<file path="config.mk">
export PLATFORM = sky130hd
export DESIGN_NAME = pattern_err_ctrl
export DESIGN_NICKNAME = d
export VERILOG_FILES = /design/src/rtl/pattern_err_ctrl.sv
export SDC_FILE = /design/constraint.sdc
export NUM_CORES = 1
export LEC_CHECK = 0
export CAP_MARGIN = 20
export CORE_UTILIZATION = 46
export DETAILED_ROUTE_END_ITERATION = 10
export GPL_TIMING_DRIVEN = 0
export HOLD_SLACK_MARGIN = 0.12
export PLACE_DENSITY_LB_ADDON = 0.2
export SLEW_MARGIN = 15
export SYNTH_ARGS = -nofsm -noshare
export SYNTH_HDL_FRONTEND = slang
export SYNTH_SLANG_ARGS = --single-unit
</file>
<file path="constraint.sdc">
create_clock -name clk -period 7.3 [get_ports clk]
set_input_delay 1.46 -clock clk [delete_from_list [all_inputs] [get_ports clk]]
set_output_delay 1.46 -clock clk [all_outputs]
set_load 0.01 [all_outputs]
</file>
<file path="src/rtl/pattern_err_ctrl.sv">
`default_nettype none
// ============================================================================
// Module   : pattern_err_ctrl
// Purpose  : Pattern-checker error capture sequencer. Selects the failing
//            stage on the error mux, latches the expected/seen pair and hands
//            it to slow-control readout. Also keeps saturating error counts.
// Revision : 1.0 - initial release
// ============================================================================
module pattern_err_ctrl #(
  parameter int CNT_W         = 16,
  parameter int SETTLE_CYC    = 1,
  parameter int STOP_ON_FIRST = 0
) (
  input  logic              clk,
  input  logic              reset_n,
  input  logic              clear,
  input  logic              arm,
  input  logic [3:0]        chk_valid,
  input  logic [3:0]        chk_mismatch,
  input  logic [63:0]       err_expc_in,
  input  logic [63:0]       err_seen_in,
  input  logic              cap_ack,
  output logic [1:0]        err_sel,
  output logic              hold_req,
  output logic              cap_valid,
  output logic [1:0]        cap_stage,
  output logic [63:0]       cap_expc,
  output logic [63:0]       cap_seen,
  output logic [CNT_W-1:0]  err_cnt,
  output logic              cnt_sat,
  output logic              err_lost,
  output logic              busy
);

  localparam logic [2:0] S_IDLE   = 3'd0;
  localparam logic [2:0] S_ARMED  = 3'd1;
  localparam logic [2:0] S_SELECT = 3'd2;
  localparam logic [2:0] S_HOLD   = 3'd3;
  localparam logic [2:0] S_DONE   = 3'd4;

  localparam logic [CNT_W-1:0] c_cnt_max     = '1;
  localparam logic [3:0]       c_settle_load = 4'(SETTLE_CYC - 1);

  logic [2:0]        r_state;
  logic [2:0]        w_state_nxt;
  logic [3:0]        r_settle;
  logic [1:0]        r_err_sel;
  logic [1:0]        r_cap_stage;
  logic [63:0]       r_cap_expc;
  logic [63:0]       r_cap_seen;
  logic [CNT_W-1:0]  r_err_cnt;
  logic              r_cnt_sat;
  logic              r_err_lost;

  logic [3:0]        w_hit;
  logic              w_any_hit;
  logic [2:0]        w_pop;
  logic [1:0]        w_sel;
  logic [CNT_W+2:0]  w_cnt_sum;
  logic [CNT_W-1:0]  w_cnt_nxt;
  logic              w_busy;
  logic              w_capture;
  logic              w_sample;

  assign w_hit     = chk_valid & chk_mismatch;
  assign w_any_hit = |w_hit;

  always_comb begin
    w_pop = '0;
    for (int i = 0; i < 4; i++) begin
      w_pop = w_pop + {2'b00, w_hit[i]};
    end
  end

  // Lowest set bit wins, so evt outranks the later stages.
  always_comb begin
    w_sel = 2'd3;
    if (w_hit[2]) w_sel = 2'd2;
    if (w_hit[1]) w_sel = 2'd1;
    if (w_hit[0]) w_sel = 2'd0;
  end

  assign w_cnt_sum = {3'b000, r_err_cnt} + (CNT_W+3)'(w_pop);
  assign w_cnt_nxt = (w_cnt_sum[CNT_W+2:CNT_W] != 3'b000) ? c_cnt_max
                                                           : w_cnt_sum[CNT_W-1:0];

  assign w_busy    = (r_state == S_SELECT) || (r_state == S_HOLD) || (r_state == S_DONE);
  assign w_capture = (r_state == S_ARMED) && arm && w_any_hit;
  assign w_sample  = (r_state == S_SELECT) && (r_settle == 4'd0);

  // State register
  always_ff @(posedge clk or negedge reset_n) begin
    if (!reset_n) begin
      r_state <= S_IDLE;
    end else if (clear) begin
      r_state <= S_IDLE;
    end else begin
      r_state <= w_state_nxt;
    end
  end

  // Next-state logic
  always_comb begin
    w_state_nxt = r_state;
    case (r_state)
      S_IDLE: begin
        if (arm) w_state_nxt = S_ARMED;
      end
      S_ARMED: begin
        if (!arm)           w_state_nxt = S_IDLE;
        else if (w_any_hit) w_state_nxt = S_SELECT;
      end
      S_SELECT: begin
        if (w_sample) w_state_nxt = S_HOLD;
      end
      S_HOLD: begin
        if (cap_ack) begin
          if (STOP_ON_FIRST != 0) w_state_nxt = S_DONE;
          else if (arm)           w_state_nxt = S_ARMED;
          else                    w_state_nxt = S_IDLE;
        end
      end
      S_DONE:  w_state_nxt = S_DONE;
      default: w_state_nxt = S_IDLE;
    endcase
  end

  // State-decoded outputs
  always_comb begin
    hold_req  = (r_state == S_SELECT);
    cap_valid = (r_state == S_HOLD);
    busy      = w_busy;
  end

  always_ff @(posedge clk or negedge reset_n) begin
    if (!reset_n) begin
      r_settle    <= '0;
      r_err_sel   <= '0;
      r_cap_stage <= '0;
      r_cap_expc  <= '0;
      r_cap_seen  <= '0;
      r_err_cnt   <= '0;
      r_cnt_sat   <= 1'b0;
      r_err_lost  <= 1'b0;
    end else if (clear) begin
      r_settle    <= '0;
      r_err_sel   <= '0;
      r_cap_stage <= '0;
      r_cap_expc  <= '0;
      r_cap_seen  <= '0;
      r_err_cnt   <= '0;
      r_cnt_sat   <= 1'b0;
      r_err_lost  <= 1'b0;
    end else begin
      if (arm) begin
        r_err_cnt <= w_cnt_nxt;
        if (w_cnt_nxt == c_cnt_max) r_cnt_sat <= 1'b1;
      end
      // A hit that arrives while a capture is in flight or parked is dropped.
      if (arm && w_any_hit && w_busy) r_err_lost <= 1'b1;
      if (w_capture) begin
        r_err_sel   <= w_sel;
        r_cap_stage <= w_sel;
        r_settle    <= c_settle_load;
      end
      if (r_state == S_SELECT) begin
        if (w_sample) begin
          r_cap_expc <= err_expc_in;
          r_cap_seen <= err_seen_in;
        end else begin
          r_settle <= r_settle - 4'd1;
        end
      end
    end
  end

  assign err_sel   = r_err_sel;
  assign cap_stage = r_cap_stage;
  assign cap_expc  = r_cap_expc;
  assign cap_seen  = r_cap_seen;
  assign err_cnt   = r_err_cnt;
  assign cnt_sat   = r_cnt_sat;
  assign err_lost  = r_err_lost;

endmodule
`default_nettype wire

</file>
==> metrics.csv, run 1 <==
metric,value,unit
synth-simple-area-share,22.6,%
yosys_warnings,0,
hold_viol,0,
cts_htree_levels,4,
track_usage,27.9,%
maxSlewHeadroom,53.7,%
gp_congestion,0.865,
cp.arrival,4.89,ns
wl_per_cell,16.4,um
core,0.0145,mm2
post-place-ws,2.33,ns
hold_buffers,0,
yosysTopAreaCell,dfrtp_1,
final_nets,1236,
seqCellArea,0.00388,mm2
synth_area,0.00684,mm2
die_h,124,um
r2r_end,cnt_sat,
synth-edff-count,0,
synth_top_area_share,56.7,%
port_buffers,292,
insertion_delay,0.42,ns
dieArea,0.0154,mm2
period_needed,4.59,ns
power_frac_comb,14.7,%
first_iter_violations,278,
netSwitchingFraction,24.3,%
ys_seq_area_share,56.7,%
worstSetupPathType,in2reg,
diodes,0,
synthArstFlopShare,100,%
grt.overflow.total,0,
synthFlopType,dfrtp_1,
min_path_cells,2,
rsz0062_at_grt,no,
synthMuxAreaShare,0.586,%
pwr-share-seq,44.6,%
vias,6682,
postRouteAntennaNets,0,
synth_top_family_by_area,simple AND/OR/NAND/NOR gates,
cts_resized,0,
setup_tns,0,ns
critPathLaunchType,primary input,
grt_pass1_vias,6305,
syn-num-nets,924,
synth_common_cells,"281 x nand2_1, 155 x dfrtp_1, 136 x a21oi_1",
switchingPower,494,uW
path_max_fanout,7,
synth_compound_area_share,14.4,%
ios,294,
rrSetupSlack,3.83,ns
die_w,124,um
via_per_inst,5.20,
r2r_start,err_cnt[0],
dp_hpwl,15200,um
avgSynthCellArea,8.80,um2
min_period_over_period,62.9,%
hp-class,reg2reg,
dpl-instance-area,0.0100,mm2
final_layout_size_suffix_gt1_share,4.54,%
tightest_slew,0.694,ns
clock_sinks,155,
clk_pin_slew,0.06,ns
fillers,1111,
maxCapViolations,0,
cts_tree,yes,
synth_xor_area_share,0.256,%
status,completed,
cts_made_buffers,17,
reg2reg_depth,12,
p_clk_share,40.7,%
slew_violations,0,
end_kind,flip-flop,
setup_ws,2.71,ns
fmax,218,MHz
cts_buffer_depth,2,
clock-root-buffer,clkbuf_16,
drt_first_pass_iters,4,
synth.most_common_cell,nand2_1,
grt_max_degree,79,
power.internal,1.54,mW
postCtsSetupBuffers,0,
power_density,192,mW/mm2
multi_input_area,0.00268,mm2
synth_fa_ha_area_share,1.43,%
antenna_found_initial,0,
fin_skew,0.00665,ns
peakVddDrop,0.000170,V
wl,21100,um
p_leak,4.28,nW
syn_to_final_growth,54.6,%
drc,0,
hold_end,err_lost,
syn_inst,777,
ys_types,46,
fin_area,0.0106,mm2
min_from,err_lost,
placementRows,44,
start_util,47.0,%
grt_pass1_wl,32300,um
crit_required,7.60,ns
ys_seq_elements,155,
synth.area.top_cells,"dfrtp_1 57%, nand2_1 15%, a21oi_1 10%",
finalSetupViolCount,0,
==> how the worst max path moves through the flow <==
stage / start / end / slack [ns]
final: chk_valid[0] / cnt_sat / 2.71
after global routing: chk_mismatch[0] / cnt_sat / 2.57
after CTS: chk_mismatch[0] / cnt_sat / 2.78
after detailed placement: chk_mismatch[0] / cnt_sat / 2.33
after global placement: reset_n / err_cnt[11] / -1.67
after floorplan: chk_valid[0] / cnt_sat / 3.16
==> metrics by stage <==
step / cells / power [mW] / util, % / hold slack, ns
after floorplan: 777 / 1.03 / - / 0.490
after global placement: 1253 / 1.21 / 68.7 / 0.477
after detailed placement: 1254 / 1.22 / 68.9 / 0.487
after CTS: 1285 / 2.05 / 72.7 / 0.501
after global routing: 1285 / 2.12 / 72.7 / 0.519
final: 1285 / 2.03 / 72.7 / 0.499
==> power by group through the flow <==
| stage | Sequential [mW] | Clock, mW | Combinational (mW) |
|---|---|---|---|
| after floorplan | 0.933 | 0 | 0.0951 |
| after global placement | 0.920 | 0 | 0.294 |
| after detailed placement | 0.920 | 0 | 0.299 |
| after CTS | 0.905 | 0.842 | 0.302 |
| after global routing | 0.909 | 0.881 | 0.327 |
| final | 0.905 | 0.826 | 0.299 |
==> layout by cell type, fill, tap and decap left out, types with 3 or more instances in the layout <==
cell               n
inv_1             12
clkbuf_1          37
nand2_1          281
buf_4              3
nor2_1            30
a31oi_1            6
nor3_1             8
dfrtp_1          155
a21oi_1          136
buf_1              8
clkbuf_8           3
o21ai_0           12
o21a_1             3
clkdlybuf4s50_1  291
fa_1               3
nand2b_1           3
buf_2             11
ha_1               3
nand3_1           12
mux2i_1            4
o31ai_1            3
nand4_1            4
nor4_1             5
and4b_1            3
a211oi_1           6
a311oi_1           3
and2_1             7
clkbuf_16         17
==> layout make-up <==
cell class | count | share of cell area, %
clock inverter | 6 | 0.604
multi-input combinational | 556 | 25.4
tap | 184 | 2.18
timing repair buffer | 293 | 28.0
clock buffer | 25 | 4.59
buffer | 54 | 2.15
sequential | 155 | 36.7
inverter | 12 | 0.426
==> layer usage <==
layer	GRT usage (%)	up-vias	wire length, um
li1	-	3210	-
met1	33.8	3179	8460
met2	45.5	248	10100
met3	9.16	45	1850
met4	11.7	0	686
met5	0	-	0
==> cells by family after synthesis <==
kind of cell             count (synthesis)
multiplexers                             4
buffers and inverters                   66
XOR/XNOR                                 2
AO/OA/AOI/OAI                          179
AND/OR/NAND/NOR                        365
flip-flops                             155
adder cells (fa/ha/maj)                  6
==> state kept, by name (all words and copies together), names as in the netlist <==
register   flops
r_state        3
cnt_sat        1
err_lost       1
r_settle       4
cap_expc      64
cap_seen      64
cap_stage      2
err_cnt       16
==> critical path: stages <==
cell and delay [ns]:
clkdlybuf4s50_1 0.46, nand2_1 0.11, fa_1 0.50, fa_1 0.45, inv_1 0.08, fa_1 0.33, and4_4 0.30, nand2_4 0.09
nor2_1 0.28, nor3_1 0.10, o41ai_1 0.43, nand2_1 0.12, a22o_1 0.19
No activity file was read; power rests on OpenSTA's default activity.
==> run 2, diff against run 1 <==
- CORE_UTILIZATION: 46 -> 39
- clock period: 7.3 -> 4 ns (I/O delays scaled with it)
==> metrics.csv, run 2 (same netlist as run 1, synthesis figures left out) <==
metric,value,unit,change
holdWs,0.319,ns,-0.180 ns
via_per_inst,4.91,,-5.6%
maxSlewHeadroom,51.5,%,-2.3 points
period_needed,3.75,ns,
hold_viol,0,,unchanged
worstSetupPathType,in2reg,,
post-place-ws,-0.406,ns,-2.73 ns
dr_wl_met2,10300,um,+1.8%
hp-class,in2async,,
pwr-share-seq,42.4,%,-2.2 points
critPathLaunchType,primary input,,
insertion_delay,0.41,ns,about the same
wl,20900,um,-1.0%
fmax,266,MHz,
crit_required,4.30,ns,-3.30 ns
p_leak,4.34,nW,+1.4%
syn_to_final_growth,57.1,%,
postRouteAntennaNets,0,,unchanged
reg2reg_depth,10,,-2
tightest_slew,0.728,ns,+0.0338 ns
cts_made_buffers,17,,unchanged
antenna_found_initial,0,,unchanged
start_util,39.8,%,-7.2 points
peakVddDrop,0.000282,V,+66%
drt_first_pass_iters,6,,+2
maxCapViolations,0,,unchanged
status,completed,,
switchingPower,932,uW,+89%
cp.arrival,4.05,ns,-0.84 ns
die_h,134,um,+8.5%
slew_violations,0,,unchanged
final_nets,1242,,+0.49%
maxUsedRoutingLayer,met4,,
fin_skew,0.00720,ns,+0.000545 ns
core,0.0172,mm2,+18%
grt_max_degree,92,,+16%
track_usage,23.1,%,-4.7 points
fin_util,62.5,%,-10 points
path_max_fanout,7,,unchanged
placedCellCount,1295,,+3.3%
vias,6542,,-2.1%
ios,294,,unchanged
power_density,363,mW/mm2,+89%
diodes,0,,unchanged
end_kind,flip-flop,,
hold_buffers,0,,unchanged
power_frac_comb,13.9,%,-0.8 points
placementRows,48,,+9.1%
r2r_start,err_cnt[0],,
cts_htree_levels,4,,unchanged
port_buffers,292,,unchanged
final_layout_size_suffix_gt1_share,5.51,%,+0.96 points
die_w,134,um,+8.5%
cts_buffer_depth,2,,unchanged
rsz0062_at_grt,no,,
cp-startpoint,chk_mismatch[0],,
grt_pass1_vias,6175,,-2.1%
p_clk_share,43.7,%,+3.0 points
clk_pin_slew,0.06,ns,about the same
clock-root-buffer,clkbuf_16,,
finalSetupViolCount,0,,unchanged
wl_met1,8860,um,+4.7%
setup_tns,0,ns,unchanged
dieArea,0.0181,mm2,+18%
min_period_over_period,93.8,%,
clock_sinks,155,,unchanged
setup_ws,0.247,ns,-2.46 ns
final_cells,1333,,+3.7%
gp_congestion,0.828,,-4.2%
wl_per_cell,15.7,um,-4.6%
drc,0,,unchanged
first_iter_violations,288,,+3.6%
cts_tree,yes,,
grt.overflow.total,0,,unchanged
dp_hpwl,15100,um,-0.79%
mostFrequentLayoutCell,clkdlybuf4s50_1,,
netSwitchingFraction,23.9,%,-0.41 points
met3_length,1310,um,-29%
mostFrequentLayoutCells,"291 x clkdlybuf4s50_1, 281 x nand2_1, 155 x dfrtp_1",,
power.internal,2.96,mW,+93%
grt_pass1_wl,32500,um,+0.86%
run 2: cell count changes in the layout (fill, tap and decap cells not counted), sizes merged:
| cell | previous run | this run |
|---|---|---|
| buf | 24 | 30 |
| clkinv | 3 | 4 |
| inv | 12 | 13 |
| clkbuf | 57 | 53 |
| bufinv | 1 | 4 |
run 2: timing repair:
action / in CTS / in global routing
resized for setup: 0 / 2
setup buffers: 0 / 6
setup endpoints to repair: 0 / 6
run 2: per-layer routing:
layer  track usage (%)  vias to the layer above
met5                 0                        -
met4              7.87                        0
met3              5.71                       29
met2              38.4                      225
met1              29.5                     3067
li1                  -                     3221
run 2: stage by stage:
stage                     instance area, um2  total power, mW
final                                  10700             3.90
after global routing                   10700             4.05
after CTS                              10700             3.93
after detailed placement               10100             2.22
after global placement                 10000             2.22
after floorplan                         6840             1.88
run 2: final cells by class:
class / count / area (um2)
fillers: 1534 / 6440
flip-flops and latches: 155 / 3880
plain buffers: 54 / 228
multi-input cells: 556 / 2690
clock inverters: 11 / 168
inverters: 12 / 45.0
well taps: 225 / 282
repair buffers: 299 / 3000
clock buffers: 21 / 450
run 2: worst max-delay path: stages:
cell,delay (ns)
clkdlybuf4s50_1,0.46
nand2_1,0.11
fa_1,0.53
fa_1,0.46
inv_1,0.09
fa_2,0.28
and4_4,0.28
and2_2,0.18
nand4_1,0.21
and2_1,0.30
a221oi_1,0.36
run 2: path summary, 6_finish.rpt:
| path | endpoint | slack [ns] |
|---|---|---|
| min in group clk | err_lost | 0.51 |
| max in group asynchronous | cap_seen[2] | 2.83 |
| max | err_cnt[5] | 0.25 |
| min | cap_expc[50] | 0.32 |
| max reg2reg | err_cnt[5] | 0.76 |
| min reg2reg | err_lost | 0.51 |
run 2: power by group through the flow:
stage	sequential, mW	combinational (mW)	clock (mW)
global route	1.66	0.593	1.80
CTS	1.65	0.549	1.73
global placement	1.68	0.537	0
floorplan	1.70	0.174	0
finish	1.65	0.543	1.70
detailed placement	1.68	0.546	0
==> run 3, diff against run 2 <==
- CAP_MARGIN: 20 -> 40
==> results of run 3 <==
Same layout as run 2: the final DEF is identical, and so are final timing and power.
==> RTL change 1: new RTL, settings of run 1 <==
Put one more register stage on the output `err_cnt`, with the module's reset. The value now appears one clock later. The other outputs are not delayed to match.
--- a/src/rtl/pattern_err_ctrl.sv
+++ b/src/rtl/pattern_err_ctrl.sv
@@ -179,5 +179,11 @@
   assign cap_expc  = r_cap_expc;
   assign cap_seen  = r_cap_seen;
-  assign err_cnt   = r_err_cnt;
+  always_ff @(posedge clk or negedge reset_n) begin
+    if (!reset_n) begin
+      err_cnt <= '0;
+    end else begin
+      err_cnt <= r_err_cnt;
+    end
+  end
   assign cnt_sat   = r_cnt_sat;
   assign err_lost  = r_err_lost;
Function: changed (a bounded check fails within 4 cycles, from zero or initial values and one cycle with reset_n low).
==> RTL change 1 against run 1 <==
- sequential cell count rose by 16
- wire length increased by 4.3%
- area after synthesis grew 6.6%
- setup slack improved by 9.9 ps
- power up 9.8%
- synthesized cell count grew 1.4%
- maximum frequency grew 0.22%
- final area increased by 4.9%
- highest routed layer unchanged
- register-to-register slack improved by 90 ps
- sequential share of layout area grew 1.9 points
- critical endpoint unchanged
==> RTL change 1: results (changes against run 1) <==
* Status: complete, no violations
* Number of cells on the worst hold path at 0 (-2)
* Met1 wire length at 9.01 mm (+6.5%)
* Dpl cell area at 10500 µm² (+4.8%)
* CP max stage delay at 570 ps (+70 ps)
* Vias in the first global route at 6390 (+1.3%)
* Mux cell area share after synthesis at 0.00858 (+0.00272)
* Compound-cell area share of the yosys netlist at 0.145 (+0.000785)
* Met2 WL at 10.9 mm (+7.6%)
* TritonRoute pass-1 iters at 5 (+1)
* Maximum VDD drop at 0.000152 V (-10%)
* Critical Path Source: chk_valid[2]
* Global Route Usage Sum at 0.272 (-0.00649)
* Hold Worst Slack at 369 ps (-130 ps)
* Pin count of the biggest net entering global routing at 106 (+34%)
* Detailed Route Iter0 Violations at 431 (+55%)
* Fin cells at 1322 (+2.9%)
* Netlist cell types at 54 (+17%)
* Placer Congestion at 0.892 (+3.1%)
* # nets final at 1246 (+0.81%)
* Hold-fix buffers, CTS at 0 (unchanged)
* Final setup skew at 9.44 ps (+2.79 ps)
* CP arrival at 4910 ps (+20 ps)
* WHS Endpoint: err_cnt[3]
* Post-Synth Adder-Cell Area at 0.0134 (-0.000890)
* First-pass GRT wire length at 33.9 mm (+5.1%)
* Met1 Use GR at 0.340 (+0.00117)
* Worst-Margin Slew at 1020 ps (+327 ps)
* Pre-CTS setup slack at 2290 ps (-41.3 ps)
* Commonest cells post-synth: nand2_1 (270), dfrtp_1 (171), a21oi_1 (139)
* Worst hold path class: flip-flop to flip-flop
* Share of layout cells above drive strength 1 at 0.0612 (+0.0158)
* Sequential area share after synthesis at 0.587 (+0.0196)
* Met2 Use GR at 0.448 (-0.00665)
* Mapped Nets at 935 (+1.2%)
* Met3 wire len at 1.31 mm (-29%)
* Leakage at 4.59 nW (+7.4%)
* Worst R2R Start: r_err_cnt[0]
* Avg Cell Area, Syn at 9.25 µm² (+5.2%)
* Dpl hpwl at 15.9 mm (+4.8%)
* Fin crit share at 0.628 (-0.00135)
* Net Sw Power at 539 µW (+9.2%)
* Clk_lat worst skew at 420 ps (about the same)
* Fillers at 1174 (+5.7%)
* Via density at 5.20 (about the same)
* Multi-input logic area at 2710 µm² (+0.79%)
* Worst-path fanout max at 10 (+3)
* Slowest cell on crit path: or4_4
-- RTL change 1: power groups by stage --
| stage | Sequential, mW | Clock, mW | Combinational, mW |
|---|---|---|---|
| 3_5_place_dp | 1.02 | 0 | 0.320 |
| 3_3_place_gp | 1.02 | 0 | 0.314 |
| 2_1_floorplan | 1.03 | 0 | 0.102 |
| 4_1_cts | 1.00 | 0.923 | 0.322 |
| 5_1_grt | 1.01 | 0.962 | 0.349 |
| 6_report | 1.00 | 0.908 | 0.319 |
-- RTL change 1: cell families (layout without fill, tap and decap cells) --
family                     Yosys count  in the layout
xor gates and xnor gates             2              2
muxes                                6              6
and+or+nand+nor                    349            349
DFF                                171            171
buffers and inverters               68            391
AOI/OAI and AO/OA                  186            186
adders and majority gates            6              6
-- RTL change 1: final cells by class --
cell class	count	share of cell area
buffer	58	0.0241
inverter	10	0.00338
sequential	171	0.386
tap	211	0.0238
timing repair buffer	292	0.266
clock inverter	11	0.0130
clock buffer	20	0.0403
multi-input combinational	549	0.244
==> RTL change 2: new RTL, settings of run 1 <==
Made on the original files. Change the parameter `STOP_ON_FIRST` from 0 to 1.
--- a/src/rtl/pattern_err_ctrl.sv
+++ b/src/rtl/pattern_err_ctrl.sv
@@ -10,5 +10,5 @@
   parameter int CNT_W         = 16,
   parameter int SETTLE_CYC    = 1,
-  parameter int STOP_ON_FIRST = 0
+  parameter int STOP_ON_FIRST = 1
 ) (
   input  logic              clk,
Function: changed (Yosys sat finds a counterexample within 10 cycles, from zero or initial values and one cycle with reset_n low).
==> RTL change 2 against run 1 <==
- sequential cell count did not move
- power rose by 1.0%
- final area rose by 0.14%
- wire length fell by 0.89%
- area after synthesis fell by 0.27%
- non-clock buffer count rose by 2
- setup slack got worse by 22 ps
- cell count fell by 0.70%
- die area fell by 0.27%
- critical endpoint unchanged
==> RTL change 2: results (changes against run 1) <==
* Status: complete, no violations
* Commonest cells post-synth: nand2_1 (278), dfrtp_1 (155), a21oi_1 (140)
* Global Route Usage Sum at 0.274 (-0.00428)
* Compound-cell area share of the yosys netlist at 0.145 (+0.000398)
* Mapped Nets at 915 (-0.97%)
* WL final at 20.9 mm (-0.89%)
* Fin crit share at 0.632 (+0.00297)
* CTS Root Buffer Type: clkbuf_16
* Clk_lat worst skew at 420 ps (about the same)
* Leakage at 4.29 nW (+0.39%)
* Number of cells on the worst hold path at 2 (unchanged)
* Pre-CTS setup slack at 2290 ps (-41.4 ps)
* Vias in the first global route at 6328 (+0.36%)
* Dpl hpwl at 15.0 mm (-1.4%)
* Hold Worst Slack at 500 ps (+0.423 ps)
* Maximum VDD drop at 0.000151 V (-11%)
* Post-Synth Adder-Cell Area at 0.0143 (+0.0000393)
* CTS max path bufs at 2 (unchanged)
* Share of layout cells above drive strength 1 at 0.0430 (-0.00237)
* Hold Path Origin: err_lost
* Comb power frac at 0.134 (-0.013)
* I/O Buffers at 292 (unchanged)
* CP max stage delay at 510 ps
* Antenna violations before repair at 0 (unchanged)
* Pin count of the biggest net entering global routing at 84 (+6.3%)
* Sequential area share after synthesis at 0.569 (+0.00156)
* Fin cells at 1276 (-0.70%)
* Final setup skew at 8.84 ps (+2.19 ps)
* Register share of total power at 0.439 (-0.007)
* Avg Cell Area, Syn at 8.88 µm² (+0.89%)
* Mux cell area share after synthesis at 0.00918 (+0.00332)
* Worst-Margin Slew at 802 ps (+107 ps)
* Ys Warns at 0 (unchanged)
* TritonRoute pass-1 iters at 5 (+1)
* Reg2Reg Depth at 11 (-1)
* Synth Area in XOR/XNOR at 0.00128 (-0.00128)
* Detailed Route Iter0 Violations at 491 (+77%)
* Reg2reg setup slack at 3870 ps (+40 ps)
* # nets final at 1227 (-0.73%)
* Dpl cell area at 10000 µm² (-0.19%)
* First-pass GRT wire length at 31.8 mm (-1.5%)
* Routed vias at 6594 (-1.3%)
* PD cells at 194 nW/µm² (+0.87%)
* Netlist cell types at 52 (+13%)
* Placer Congestion at 0.845 (-2.3%)
* Worst-path fanout max at 8 (+1)
* CP arrival at 4940 ps (+50 ps)
* Sw Share at 0.235 (-0.00814)
* Most area-consuming cells after synthesis: dfrtp_1 (57%), nand2_1 (15%), a21oi_1 (10%)
==> RTL change 2: cell count changes after synthesis, sizes merged, moves of 3 or more <==
cell | run 1 | this run
clkbuf | 32 | 49
a21oi | 136 | 140
buf | 22 | 7
nand2 | 282 | 278
inv | 12 | 16
nor4 | 6 | 3
o21a | 3 | 0
nor2b | 2 | 5
o21ai | 13 | 10
and2 | 8 | 2
nor2 | 30 | 22
==> RTL change 2: area by class of cell <==
cell class / instances / area, µm²
Fill cell: 1089 / 3890
Sequential cell: 155 / 3880
Timing Repair Buffer: 293 / 2960
Multi-Input combinational cell: 541 / 2610
Clock buffer: 26 / 499
Buffer: 56 / 269
Tap cell: 184 / 230
Clock inverter: 5 / 83.8
Inverter: 16 / 60.1
==> RTL change 2: metal layers <==
layer | GRT usage | routed length (µm)
met1 | 0.330 | 8210
met2 | 0.450 | 10300
met3 | 0.0861 | 1700
met4 | 0.123 | 691
met5 | 0 | 0
